[config.mk]
export PLATFORM = sky130hd
export DESIGN_NAME = led_disp_scan_flat
export DESIGN_NICKNAME = d
export VERILOG_FILES = /design/src/rtl/led_disp_scan_if.sv /design/src/rtl/led_disp_scan.sv /design/src/flat_wrapper.sv
export SDC_FILE = /design/constraint.sdc
export NUM_CORES = 1
export LEC_CHECK = 0
export ABC_AREA = 1
export CAP_MARGIN = 20
export CORE_UTILIZATION = 49
export DETAILED_ROUTE_END_ITERATION = 10
export GPL_ROUTABILITY_DRIVEN = 0
export HOLD_SLACK_MARGIN = 0.12
export PLACE_DENSITY = 0.88
export SYNTH_ARGS = -nofsm -noshare
export SYNTH_HDL_FRONTEND = slang
export SYNTH_SLANG_ARGS = --single-unit
[constraint.sdc]
create_clock -name clk -period 1.7 [get_ports clk]
set_input_delay 0.34 -clock clk [delete_from_list [all_inputs] [get_ports clk]]
set_output_delay 0.34 -clock clk [all_outputs]
set_load 0.02 [all_outputs]
[src/rtl/led_disp_scan_if.sv]
// led_disp_scan_if: display-data and pin-side signal bundle for led_disp_scan.
//   digit_seg : 7*NUM_DIGITS segment patterns, digit k at [7k+6:7k], {a..g}
//   dp        : decimal point per digit
//   digit_en  : 1 = digit shown, 0 = blanked
//   blink     : 1 = digit blinks
//   bright    : PWM brightness level, duty = (bright+1)/2^PWM_BITS
//   seg       : shared segment bus (active-high)
//   seg_dp    : shared decimal point
//   seg_enb   : common-node enables, active-low, one-hot-low or all ones
//   frame     : one-cycle pulse on the first output cycle of each frame
// master = display-data source / pin consumer, slave = the scanner.
interface led_disp_scan_if #(
   parameter int unsigned NUM_DIGITS = 6,
   parameter int unsigned PWM_BITS   = 4
);
   logic [7*NUM_DIGITS-1:0] digit_seg;
   logic [NUM_DIGITS-1:0]   dp;
   logic [NUM_DIGITS-1:0]   digit_en;
   logic [NUM_DIGITS-1:0]   blink;
   logic [PWM_BITS-1:0]     bright;
   logic [6:0]              seg;
   logic                    seg_dp;
   logic [NUM_DIGITS-1:0]   seg_enb;
   logic                    frame;

   modport master (
      output digit_seg, dp, digit_en, blink, bright,
      input  seg, seg_dp, seg_enb, frame
   );

   modport slave (
      input  digit_seg, dp, digit_en, blink, bright,
      output seg, seg_dp, seg_enb, frame
   );
endinterface

[src/rtl/led_disp_scan.sv]
// led_disp_scan: multiplexed seven-segment scan driver.
// Time-multiplexes NUM_DIGITS digits onto one segment bus with per-digit
// blanking and blinking, PWM brightness, and frame-coherent input latching.
// Ports:
//   clk : clock
//   rst : synchronous active-high reset
//   bus : led_disp_scan_if.slave (display data in, segment/enable pins out)
// All outputs are registered from the previous cycle's scan state.
module led_disp_scan #(
   parameter int unsigned NUM_DIGITS   = 6,
   parameter int unsigned SCAN_DIV     = 50000,
   parameter int unsigned PWM_BITS     = 4,
   parameter int unsigned BLINK_FRAMES = 250
) (
   input logic           clk,
   input logic           rst,
   led_disp_scan_if.slave bus
);

   localparam int unsigned IDX_W = (NUM_DIGITS > 1) ? $clog2(NUM_DIGITS) : 1;
   localparam int unsigned DIV_W = $clog2(SCAN_DIV);
   localparam int unsigned BLK_W = (BLINK_FRAMES > 1) ? $clog2(BLINK_FRAMES) : 1;

   localparam logic [IDX_W-1:0] IDX_LAST = IDX_W'(NUM_DIGITS - 1);
   localparam logic [DIV_W-1:0] DIV_LAST = DIV_W'(SCAN_DIV - 1);
   localparam logic [BLK_W-1:0] BLK_LAST = BLK_W'(BLINK_FRAMES - 1);

   // scan state
   logic [DIV_W-1:0] div_cnt;
   logic [IDX_W-1:0] idx;
   logic [BLK_W-1:0] blink_cnt;
   logic             blink_on;
   logic             load_pend;   // first cycle after reset: capture shadow, hold scan

   // shadow copies of the display inputs, refreshed once per frame
   logic [7*NUM_DIGITS-1:0] seg_sh;
   logic [NUM_DIGITS-1:0]   dp_sh;
   logic [NUM_DIGITS-1:0]   en_sh;
   logic [NUM_DIGITS-1:0]   blink_sh;
   logic [PWM_BITS-1:0]     bright_sh;

   logic                  tick;
   logic                  wrap;
   logic                  lit;
   logic                  frame_start;
   logic [6:0]            sel_seg;
   logic                  sel_dp;
   logic                  sel_en;
   logic                  sel_blink;
   logic [NUM_DIGITS-1:0] enb_next;

   assign tick        = (div_cnt == DIV_LAST);
   assign wrap        = !load_pend && tick && (idx == IDX_LAST);
   assign frame_start = !load_pend && (idx == '0) && (div_cnt == '0);

   // select the shadow data of the digit currently being scanned
   always_comb begin
      sel_seg   = '0;
      sel_dp    = 1'b0;
      sel_en    = 1'b0;
      sel_blink = 1'b0;
      for (int unsigned k = 0; k < NUM_DIGITS; k++) begin
         if (32'(idx) == k) begin
            sel_seg   = seg_sh[7*k +: 7];
            sel_dp    = dp_sh[k];
            sel_en    = en_sh[k];
            sel_blink = blink_sh[k];
         end
      end
   end

   // PWM gate compares the low prescaler bits against the level, so
   // level 2^PWM_BITS-1 is lit for every cycle of the slot.
   assign lit = !load_pend && sel_en && (!sel_blink || blink_on) &&
                (div_cnt[PWM_BITS-1:0] <= bright_sh);

   always_comb begin
      enb_next = '1;
      for (int unsigned k = 0; k < NUM_DIGITS; k++) begin
         if (lit && (32'(idx) == k)) begin
            enb_next[k] = 1'b0;
         end
      end
   end

   always_ff @(posedge clk) begin
      if (rst) begin
         div_cnt     <= '0;
         idx         <= '0;
         blink_cnt   <= '0;
         blink_on    <= 1'b1;
         load_pend   <= 1'b1;
         seg_sh      <= '0;
         dp_sh       <= '0;
         en_sh       <= '0;
         blink_sh    <= '0;
         bright_sh   <= '0;
         bus.seg     <= '0;
         bus.seg_dp  <= 1'b0;
         bus.seg_enb <= '1;
         bus.frame   <= 1'b0;
      end else begin
         // segments are forced to zero whenever no enable is asserted
         bus.seg     <= lit ? sel_seg : '0;
         bus.seg_dp  <= lit && sel_dp;
         bus.seg_enb <= enb_next;
         bus.frame   <= frame_start;

         if (load_pend || wrap) begin
            seg_sh    <= bus.digit_seg;
            dp_sh     <= bus.dp;
            en_sh     <= bus.digit_en;
            blink_sh  <= bus.blink;
            bright_sh <= bus.bright;
         end

         // The scan holds at digit 0 / count 0 during the post-reset load
         // cycle so the first frame starts with a full slot of digit 0.
         if (load_pend) begin
            load_pend <= 1'b0;
         end else begin
            div_cnt <= tick ? '0 : div_cnt + 1'b1;
            if (tick) begin
               idx <= (idx == IDX_LAST) ? '0 : idx + 1'b1;
            end
            if (wrap) begin
               if (blink_cnt == BLK_LAST) begin
                  blink_cnt <= '0;
                  blink_on  <= ~blink_on;
               end else begin
                  blink_cnt <= blink_cnt + 1'b1;
               end
            end
         end
      end
   end

endmodule

[src/flat_wrapper.sv]
// flat-port wrapper written by rule: the top's interface ports become plain ports
module led_disp_scan_flat 
#(
   parameter int unsigned NUM_DIGITS   = 6,
   parameter int unsigned SCAN_DIV     = 50000,
   parameter int unsigned PWM_BITS     = 4,
   parameter int unsigned BLINK_FRAMES = 250
)
  (clk, rst, bus_digit_seg, bus_dp, bus_digit_en, bus_blink, bus_bright, bus_seg, bus_seg_dp, bus_seg_enb, bus_frame);
  led_disp_scan_if #(.NUM_DIGITS(NUM_DIGITS), .PWM_BITS(PWM_BITS)) bus_i ();
  input logic clk;
  input logic rst;
  input wire logic [$bits(bus_i.digit_seg)-1:0] bus_digit_seg;
  input wire logic [$bits(bus_i.dp)-1:0] bus_dp;
  input wire logic [$bits(bus_i.digit_en)-1:0] bus_digit_en;
  input wire logic [$bits(bus_i.blink)-1:0] bus_blink;
  input wire logic [$bits(bus_i.bright)-1:0] bus_bright;
  output wire logic [$bits(bus_i.seg)-1:0] bus_seg;
  output wire logic [$bits(bus_i.seg_dp)-1:0] bus_seg_dp;
  output wire logic [$bits(bus_i.seg_enb)-1:0] bus_seg_enb;
  output wire logic [$bits(bus_i.frame)-1:0] bus_frame;
  assign bus_i.digit_seg = bus_digit_seg;
  assign bus_i.dp = bus_dp;
  assign bus_i.digit_en = bus_digit_en;
  assign bus_i.blink = bus_blink;
  assign bus_i.bright = bus_bright;
  assign bus_seg = bus_i.seg;
  assign bus_seg_dp = bus_i.seg_dp;
  assign bus_seg_enb = bus_i.seg_enb;
  assign bus_frame = bus_i.frame;
  led_disp_scan #(.NUM_DIGITS(NUM_DIGITS), .SCAN_DIV(SCAN_DIV), .PWM_BITS(PWM_BITS), .BLINK_FRAMES(BLINK_FRAMES)) u_core (.clk(clk), .rst(rst), .bus(bus_i));
endmodule
* Word-level counts from Yosys, hierarchy flattened *
Cells that the tools add are included.
Widths: inputs -> output; s select.

storage, ports and cells
  register bits after elaboration = 108
  bits of input ports = 66
  output and inout bits = 15
  word-level logic and storage cells = 86

cells by class
  $add $sub $neg = 3
  $lt $le $gt $ge = 1
  equality and inequality tests = 7
  multiplexer cells = 34
  bitwise gates (word level) = 3
  reduce and logical (&&, ||, !) cells = 24

operators with widths
  operator               number
  $mux 7                 6
  $mux 1                 25
  $add 16x1->16 const B  1
  $eq 16x16->1 const B   1
  $logic_not 16->1       1
  $mux 16                1
  $logic_and 1x1->1      14
  $add 8x1->8 const B    1
  $eq 8x8->1 const B     1
  $mux 8                 1
  $eq 3x2->1 const B     2
  $eq 3x3->1 const B     2
  $le 4x4->1             1
  $reduce_and 2->1       2
  $add 3x1->3 const B    1
  $eq 3x1->1 const B     1
  $logic_not 3->1        1
  $mux 3                 1
  $not 1->1              3
  $reduce_and 3->1       1
  $logic_not 1->1        2
  $logic_or 1x1->1       2
  $reduce_or 2->1        1

* Logic depth before layout (Yosys ltp) *
  word-level depth = 13
  depth in mapped cells = 12
  mapped depth without buffers = 11

* Worst setup path before layout *
No wires, ideal clock.

  path type = reg-to-reg
  start point = reg u_core.idx[0]
  end point = reg u_core.bus.seg[5]
  setup time = 0.120 ns
  arrival = 1.625 ns
  data required time = 1.580 ns
  setup slack = -0.045 ns
  stages on the path, launching flop included = 12
  buffers on the path = 3
  clock period less this slack = 1.745 ns
  cell sequence = dfxtp_1 buf_2 nand2_1 inv_1 ha_1 clkbuf_1 clkbuf_1 a21oi_1 nand2_1 nand2_1 a22oi_1 nor2_1

on the way
  word-level cells in the longest chain between the ends = 13
  elaborated cells on any way between the ends = 31
  those cells by class = eq/ne: 5; mux: 18; bitwise: 1; reduce/logical: 7

RTL lines
  element                           RTL line                text
  start: declaration                led_disp_scan.sv:30     logic [IDX_W-1:0] idx;
  start signal: assignment          led_disp_scan.sv:124    idx <= (idx == IDX_LAST) ? '0 : idx + 1'b1;
  $logic_not 3->1                   led_disp_scan.sv:63     if (32'(idx) == k) begin
  $mux 1 (6 in a row)               led_disp_scan.sv:63
  $logic_not 1->1                   led_disp_scan.sv:74     assign lit = !load_pend && sel_en && (!sel_blink || blink_on) &&
  $logic_or 1x1->1                  led_disp_scan.sv:74
  $logic_and 1x1->1 (2 in a row)    led_disp_scan.sv:74
  $not 1->1 (no source line)        --
  $reduce_or 2->1 (no source line)  --
  end signal: assignment            led_disp_scan.sv:104    bus.seg <= lit ? sel_seg : '0;
  end: declaration                  led_disp_scan_if.sv:33  output seg, seg_dp, seg_enb, frame

Several ways; a longest one is shown, not always the timed one.
A chain may end at the register's enable or synchronous reset.

* Worst setup path after layout *
  start point = reg u_core.bus.seg_enb[5]
  end point = out bus_seg_enb[5]

RTL lines
  element                   RTL line                text
  start: declaration        led_disp_scan_if.sv:33
  start signal: assignment  led_disp_scan.sv:106    bus.seg_enb <= enb_next;
  end: declaration          flat_wrapper.sv:20      output wire logic [$bits(bus_i.seg_enb)-1:0] bus_seg_enb;

No word-level cell between the ends.

==> metrics.cfg <==
[detailed_routing]
wl_mm = 14.54
wire_per_inst_um = 14.57
first_pass_iters = 5
drc = 0
drt-initial-drc-count = 399
vias = 5415
ant_nets = 0
via_per_inst = 5.426

[finish]
drive_gt1_share_pct = 13.11
synthToLayoutAreaGrowth_pct = 30.38
diodes = 0
fin_area_mm2 = 0.006917
final_cell_mix = nand2_1 (161), nor2_1 (103), dfxtp_1 (99)
fillCellCount = 799
final_common_cell = nand2_1
finalNetCount = 932

[pwr]
ir_worst_vdd_v = 0.0005582
power.density_mw_per_mm2 = 720.6
p_leak_uw = 0.002950

[global_route]
grt_pass1_wl_mm = 22.31
grt_usage_pct = 24.75
grt_pass1_vias = 4829
antenna_found_initial = 0
grt_max_degree = 72
grt_overflow = 0

[worst_setup_path]
critPathKind = reg2out
endpoint = bus_seg_enb[5]
crit_arrival_ps = 1340
cp.required_ps = 1360
rr_endpoint = u_core.en_sh[3]
cpLargestDelayFamily = buffers and inverters
cp_cell_sequence = clkdlybuf4s50_1
rrSetupSlack_ps = 20
crit_path_max_incr_delay_ps = 610
critical_path.startpoint = u_core.bus.seg_enb[5]
crit_fanout = 1
critPathBufInv = 1
cp.depth = 1
critPathLaunchType = register
timing.rr.start = u_core.div_cnt[5]
end_kind = output pin
worstRegToRegCells = 10
slowest_stage = clkdlybuf4s50_1

[synthesis]
ys_async_sr_fraction_pct = 0
syn-num-nets = 840
yosysSeqAreaShare_pct = 40.75
ys.flop_type = dfxtp_1
avgSynthCellArea_um2 = 6.935
ys_ff_latch = 108
syn-cell-area_mm2 = 0.005305
synth_edf_count = 0
yosysUniqueCellTypes = 32
syn_inst = 765
ys.warnings.count = 0

[placement]
pre_cts_slack_ps = -6.304
dpl_cell_area_mm2 = 0.006445
place.port_buffers = 80
hpwl_mm = 9.285

[timing]
finalSetupViolCount = 0
fin_ws_ps = 21.09
max_freq_ghz = 0.5956
final.min_clock_period_ps = 1679
final.setup.tns_ps = 0
finalHoldViolCount = 0
final_max_slew_viol_count = 0
rsz0062_at_grt = yes
finalCritPeriodShare_pct = 98.76
relSlewSlack_pct = 68.70
skew_ps = 16.54
worstMarginPinSlew_ps = 465.9

[clock_tree]
worstSkewPairLatency_ps = 380
holdBufCountCts = 0
cts_made_buffers = 9
cts_tree = yes
htree_levels = 3
cts_num_sinks = 108
clk_pin_slew_ps = 100
cts.path.max_buffers = 2
cts_root_buffer = clkbuf_8

[job]
maxCapViolations = 0

[floorplanning]
die_w_um = 106.1
die_h_um = 106.1
die-area_mm2 = 0.01125
io_pins = 81
core_mm2 = 0.01042
rows = 37
start_util_pct = 50.93

[worst_hold_path]
hp-class = reg2reg

[outcome]
outcome = complete, no violations

synth_stat cells (2+ instances only):
cell type / n / area share (%)
nand2_1: 163 / 12
dfxtp_1: 108 / 41
nor2_1: 108 / 7.6
a21oi_1: 106 / 10
nand3_1: 60 / 5.7
inv_1: 56 / 4.0
nand3b_1: 40 / 5.7
clkbuf_1: 16 / 1.1
o21ai_0: 13 / 1.2
buf_1: 11 / 0.78
buf_2: 11 / 1.0
ha_1: 9 / 2.1
nand4_1: 9 / 1.1
a22oi_1: 7 / 0.99
nor3_1: 7 / 0.66
xor2_1: 6 / 0.99
buf_6: 5 / 1.1
inv_2: 5 / 0.35
a31oi_1: 3 / 0.35
clkinv_1: 3 / 0.21
nor3_2: 3 / 0.57
a211oi_1: 2 / 0.28
nor2_2: 2 / 0.24
nor3b_1: 2 / 0.28
or2_2: 2 / 0.24
xnor2_1: 2 / 0.33
through the flow:
step / hold slack [ps] / util [%] / std cells / total power, uW
2_1_floorplan: 367.7 / - / 765 / 3089
3_3_place_gp: 480.7 / 61.87 / 978 / 3355
3_5_place_dp: 486.1 / 61.87 / 978 / 3371
4_1_cts: 500.1 / 63.94 / 994 / 4973
5_1_grt: 527.0 / 66.40 / 998 / 5185
6_report: 501.5 / 66.40 / 998 / 4984
cell families (layout without fill, tap and decap cells):
logic type | Yosys count | count (layout) | synth area share, %
and+or+nand+nor | 400 | 400 | 34.10
AOI/OAI and AO/OA | 132 | 132 | 13.02
DFF | 108 | 108 | 40.75
buffers and inverters | 108 | 205 | 8.679
adders and majority gates | 9 | 9 | 2.123
xor gates and xnor gates | 8 | 8 | 1.321
worst min path at each step:
stage                           to                 from  slack (ps)  depth (start not counted)
5_1_grt        u_core.blink_cnt[4]  u_core.blink_cnt[4]         530                          2
6_report       u_core.blink_cnt[7]  u_core.blink_cnt[7]         500                          2
3_5_place_dp       u_core.blink_on      u_core.blink_on         490                          2
4_1_cts        u_core.blink_cnt[4]  u_core.blink_cnt[4]         500                          2
3_3_place_gp   u_core.blink_cnt[4]  u_core.blink_cnt[4]         480                          2
2_1_floorplan     u_core.load_pend                  rst         370                          0
layer usage:
layer / share of wire, % / global-route usage, %
met5: 0 / 0
met1: 43 / 32.18
met4: 2.3 / 7.639
met2: 49 / 42.20
met3: 6.3 / 3.740
repair_timing:
item | 4_1_cts | 5_1_grt
resized for setup | 7 | 49
pin swaps | 0 | 8
gates cloned | 0 | 3
setup buffers | 0 | 1
endpoints found under the setup margin | 13 | 86
layout make-up:
| class | count | area [um2] | area share (%) |
|---|---|---|---|
| repair buffers | 125 | 1286 | 18.60 |
| well taps | 136 | 170.2 | 2.460 |
| flip-flops and latches | 108 | 2176 | 31.46 |
| clock buffers | 9 | 123.9 | 1.791 |
| multi-input cells | 549 | 2834 | 40.97 |
| inverters | 64 | 245.2 | 3.546 |
| clock inverters | 7 | 81.33 | 1.176 |
registers in the layout, summed over array words and instances, names as in the netlist:
| register | flops |
|---|---|
| u_core.bus.seg_dp | 1 |
| u_core.bus.seg | 7 |
| u_core.dp_sh | 6 |
| u_core.en_sh | 6 |
| u_core.seg_sh | 42 |
| u_core.load_pend | 1 |
| u_core.blink_sh | 6 |
| u_core.idx | 3 |
| u_core.blink_cnt | 8 |
| u_core.bus.frame | 1 |
| u_core.div_cnt | 16 |
| u_core.bright_sh | 4 |
| u_core.bus.seg_enb | 6 |
| u_core.blink_on | 1 |
report_power, final:
group | switching, uW | internal, uW
Clock | 915 | 705
Sequential | 52.1 | 2640
Combinational | 331 | 337
Total | 1300 | 3690
(Power assumes the default switching activity.)
